`config.mk`:
```
export PLATFORM = sky130hd
export DESIGN_NAME = aim65_ram_arbiter
export DESIGN_NICKNAME = d
export VERILOG_FILES = /design/src/rtl/aim65_ram_arbiter.sv
export SDC_FILE = /design/constraint.sdc
export NUM_CORES = 1
export LEC_CHECK = 0
export ABC_AREA = 1
export BUFFER_PORTS_ARGS = -buffer_cell sky130_fd_sc_hd__buf_2
export CAP_MARGIN = 20
export CELL_PAD_IN_SITES_DETAIL_PLACEMENT = 0
export CELL_PAD_IN_SITES_GLOBAL_PLACEMENT = 1
export CORE_MARGIN = 2
export CORE_UTILIZATION = 25
export CTS_CLUSTER_DIAMETER = 40
export DETAILED_ROUTE_END_ITERATION = 16
export PLACE_DENSITY = 0.94
export SLEW_MARGIN = 20
export SYNTH_ARGS = -nofsm -noshare
export SYNTH_HDL_FRONTEND = slang
export SYNTH_SLANG_ARGS = --single-unit
```
`constraint.sdc`:
```
create_clock -name cpu_clk -period 2.6 [get_ports cpu_clk]
set_input_delay 0.52 -clock cpu_clk [delete_from_list [all_inputs] [get_ports cpu_clk]]
set_output_delay 0.52 -clock cpu_clk [all_outputs]
set_load 0.02 [all_outputs]
```
`src/rtl/aim65_ram_arbiter.sv`:
```
// Shares the synchronous system RAM between the 65C02 and the host loader port.
// Optional host write checksum: define AIM65_RAM_ARB_CSUM_EN.
module aim65_ram_arbiter #(
  parameter int ADDR_WIDTH = 15,
  parameter int DATA_WIDTH = 8,
  parameter int CPU_SLOTS  = 2
) (
  input  logic                  cpu_clk,
  input  logic                  reset,
  input  logic                  cpu_cs,
  input  logic                  cpu_rw,
  input  logic [ADDR_WIDTH-1:0] cpu_addr,
  input  logic [DATA_WIDTH-1:0] cpu_wdata,
  output logic                  cpu_rdy,
  input  logic                  host_req,
  input  logic                  host_we,
  input  logic [ADDR_WIDTH-1:0] host_addr,
  input  logic [DATA_WIDTH-1:0] host_wdata,
  input  logic                  host_hold,
  output logic                  host_ack,
  output logic [DATA_WIDTH-1:0] host_rdata,
  output logic                  host_owns,
  output logic                  ram_cs,
  output logic                  ram_rw,
  output logic [ADDR_WIDTH-1:0] ram_addr,
  output logic [DATA_WIDTH-1:0] ram_din,
  input  logic [DATA_WIDTH-1:0] ram_dout,
  output logic [15:0]           host_csum
);

  localparam int CNT_W = (CPU_SLOTS < 1) ? 1 : $clog2(CPU_SLOTS + 1);
  localparam logic [CNT_W-1:0] SLOT_MAX = CNT_W'(CPU_SLOTS);

  typedef enum logic [2:0] {
    S_CPU,
    S_STALL,
    S_HOST,
    S_HDONE,
    S_HIDLE,
    S_REPLAY
  } state_t;

  state_t           state, state_d;
  logic [CNT_W-1:0] slot_cnt;
  logic             req_armed;
  logic             host_read_q;

  // NOTE: combinational blocks assign every output a default first so no latch is inferred.
  always_comb begin
    state_d = state;
    case (state)
      S_CPU:    if (host_req && req_armed && slot_cnt == SLOT_MAX) state_d = S_STALL;
      S_STALL:  state_d = S_HOST;
      S_HOST:   state_d = S_HDONE;
      S_HDONE:  state_d = host_hold ? S_HIDLE : S_REPLAY;
      S_HIDLE: begin
        if (host_req && req_armed) state_d = S_HOST;
        else if (!host_hold)       state_d = S_REPLAY;
      end
      S_REPLAY: state_d = S_CPU;
      default:  state_d = S_CPU;
    endcase
  end

  // REPLAY re-reads the held CPU address; a pending CPU write commits later in S_CPU.
  always_comb begin
    ram_cs   = 1'b0;
    ram_rw   = 1'b1;
    ram_addr = cpu_addr;
    ram_din  = cpu_wdata;
    case (state)
      S_CPU: begin
        ram_cs = cpu_cs;
        ram_rw = cpu_rw;
      end
      S_HOST: begin
        ram_cs   = 1'b1;
        ram_rw   = ~host_we;
        ram_addr = host_addr;
        ram_din  = host_wdata;
      end
      S_REPLAY: ram_cs = cpu_cs;
      default: ;
    endcase
  end

  // NOTE: sequential state uses non-blocking assignments so all registers update together.
  always_ff @(posedge cpu_clk or negedge reset) begin
    if (!reset) begin
      state       <= S_CPU;
      cpu_rdy     <= 1'b1;
      host_ack    <= 1'b0;
      host_rdata  <= '0;
      host_owns   <= 1'b0;
      slot_cnt    <= SLOT_MAX;
      req_armed   <= 1'b1;
      host_read_q <= 1'b0;
    end else begin
      state     <= state_d;
      cpu_rdy   <= (state == S_CPU);
      host_owns <= (state != S_CPU);
      host_ack  <= (state == S_HDONE);

      if (state == S_HOST) host_read_q <= ~host_we;
      if (state == S_HDONE && host_read_q) host_rdata <= ram_dout;

      if (state == S_REPLAY)
        slot_cnt <= '0;
      else if (state == S_CPU && slot_cnt != SLOT_MAX)
        slot_cnt <= slot_cnt + CNT_W'(1);

      // A request still high after its ack must drop before it can be served again.
      if (!host_req)
        req_armed <= 1'b1;
      else if (state == S_HDONE)
        req_armed <= 1'b0;
    end
  end

`ifdef AIM65_RAM_ARB_CSUM_EN
  logic        hold_q;
  logic [15:0] csum_q;

  always_ff @(posedge cpu_clk or negedge reset) begin
    if (!reset) begin
      hold_q <= 1'b0;
      csum_q <= 16'h0000;
    end else begin
      hold_q <= host_hold;
      if (host_hold && !hold_q)
        csum_q <= 16'h0000;
      else if (state == S_HOST && host_we)
        csum_q <= csum_q + 16'(host_wdata);
    end
  end

  assign host_csum = csum_q;
`else
  assign host_csum = 16'h0000;
`endif

endmodule

```
==> impl_metrics.toml <==
[worst_setup_path]
worst_path_max_delay_cell = "dfrtp_1"
startpoint_type = "register"
arrival_ns = 1.60
timing.critical_path.buf_inv = 3
required_ns = 2.08
end_kind = "output pin"
critPathTopFamily = "flip-flops"
crit_fanout = 25
path_cells = "nor2_4 > nand2_4 > inv_4 > nand2_1 > o21ai_0 > inv_1 > buf_2"
slowest_delay_ns = 0.50
critical_path_class = "register to output pin"

[sta]
finalCriticalPeriod_ns = 2.12
tns_ns = 0
fmax_mhz = 473
fin_skew_ns = 0.00793
fin_crit_sh_pct = 81.4
setup_viol = 0
rsz0062_at_grt = "no"
finalHoldViolations = 0
timing.final.max_slew_violations = 0

[global_route]
grt_pass1_vias = 1147
antenna_found_initial = 0
overflow = 0
grt_pass1_wl_um = 4800
grt_max_degree = 26
grt_usage_pct = 10.9

[run_status]
status = "completed"

[pwr]
ir_drop_mv = 0.351
power.density_nw_per_um2 = 1180
leakagePower_uw = 0.00109

[cells_and_area]
antennaDiodeCount = 0
instances_no_fill = 344
syn_to_final_growth_pct = 38.7
fin_util_pct = 36.4
drive_above_1_share_pct = 40.4
nNetsFinal = 340

[placed_design]
gp_congestion = 0.733
numPortBuffers = 96
dp_cells = 340
dp_hpwl_um = 2810

[cts]
ctsHoldBuffers = 0
cts_sinks = 18
clkLatencyLatePin_ns = 0.25
clkTransAtPathRegs_ns = 0.07
cts-htree-levels = 1
post_cts_buffers = 0
cts-root-buf = "clkbuf_8"
cts_buffers = 3
cts_tree = "built"
cts.repair.resized = 0
max-clock-path-buffers = 2

[floorplanning]
io_pins = 113
core_um2 = 4790
rows = 25
die_h_um = 74.9
start_util_pct = 26.2
die_width_um = 74.9
die-area_um2 = 5610

[logic_synthesis]
synthTopCellsByArea = "dfrtp_1, nand2_1, buf_4, dfstp_2, nand3_1"
syn_area_per_cell_um2 = 6.83
syn_inst = 184
synth_area_um2 = 1260
yosysTopAreaCell = "dfrtp_1"
synth_seq_cells = 18
ys_warn_count = 0
yosysTopAreaCellShare_pct = 29.9
ys_seq_area_share_pct = 36.2
synth.distinct_cells = 21

[routing]
drcViolationCount = 0
dr.first_iter.drc_count = 76
routed_wl_um = 3480
dr.pass1.iters = 4
wl_per_cell_um = 10.1
vias_per_cell = 3.97
antenna_left = 0
vias = 1364

[hold_path]
hp-class = "primary input to asynchronous set/reset pin"

[job]
max_cap_violations = 0
path summary, 6_finish.rpt:
check                                           from                        end  depth (start not counted)  slack, ns
max                             state[2]$_DFFE_PN0P_                     ram_rw                          7       0.48
min                                            reset  host_rdata[1]$_DFFE_PN0P_                          1       0.19
max reg2reg                     state[1]$_DFFE_PN0P_  host_rdata[7]$_DFFE_PN0P_                          5       1.28
min reg2reg                host_rdata[6]$_DFFE_PN0P_  host_rdata[6]$_DFFE_PN0P_                          2       0.47
max in group asynchronous                      reset          cpu_rdy$_DFF_PN1_                          1       2.09
min in group cpu_clk                        host_req      req_armed$_DFFE_PN1P_                          2       0.44
power breakdown:
part | total (uW) | internal, uW | switching [uW]
combinational | 1320 | 431 | 886
clock | 196 | 109 | 87.9
sequential | 542 | 425 | 117
total | 2060 | 965 | 1090
per-layer routing:
| metal | part of all wire [%] | GRT usage [%] |
|---|---|---|
| met5 | 0 | 0 |
| met4 | 0 | 2.58 |
| met3 | 4.2 | 2.01 |
| met2 | 54 | 20.0 |
| met1 | 42 | 13.0 |
cells in the final DEF (no fill, tap or decap):
master,netlist,final
o21a_1,1,1
inv_4,1,1
inv_1,9,9
ha_1,1,1
conb_1,1,16
buf_2,2,96
buf_4,16,1
a31o_2,1,1
nand2_4,1,1
nand2_1,99,99
dfstp_2,3,3
nand4_1,1,1
a21oi_1,2,2
nand2_2,3,3
nor2_4,2,2
nor2_1,4,4
clkbuf_8,0,3
and3_2,1,1
nand3_1,12,12
clkbuf_1,0,1
dfrtp_1,15,15
o21ai_0,4,4
flip-flops by register name, summed over array words and instances, names as in the netlist:
name and cells:
slot_cnt 2, req_armed 1, host_read_q 1, cpu_rdy 1, state 3, host_owns 1
host_ack 1, host_rdata 8
cells in the mapped netlist:
cell type,count
dfrtp_1,15
o21a_1,1
conb_1,1
buf_6,5
o21ai_0,4
nor2_1,4
and3_2,1
buf_4,16
nand3_1,12
a21oi_1,2
dfstp_2,3
inv_1,9
nand2_2,3
nand2_4,1
nor2_4,2
a31o_2,1
ha_1,1
nand2_1,99
buf_2,2
inv_4,1
nand4_1,1
kinds of logic after synthesis:
logic type | Yosys count | share of synthesized area (%)
buffers and inverters | 33 | 18.0
and+or+nand+nor | 123 | 40.8
AOI/OAI and AO/OA | 8 | 3.69
adders and majority gates | 1 | 0.996
DFF | 18 | 36.2
other | 1 | 0.299
metrics by stage:
step           cell area (um^2)  hold slack [ns]  total power [uW]  setup slack [ns]
2_1_floorplan              1310            0.224              1540             0.991
3_3_place_gp               1700            0.451              1860             0.762
3_5_place_dp               1700            0.458              1880             0.714
4_1_cts                    1740            0.198              2080             0.450
5_1_grt                    1740            0.219              2250             0.316
6_report                   1740            0.189              2060             0.485
cell type report:
type                            count  area (um^2)
Fill cell                         532         3040
Multi-Input combinational cell    148          632
Timing Repair Buffer               97          488
Sequential cell                    18          454
Tap cell                           67         83.8
Clock buffer                        4         45.0
Inverter                           10         40.0
Note: power is estimated with default switching activity, not from simulation.
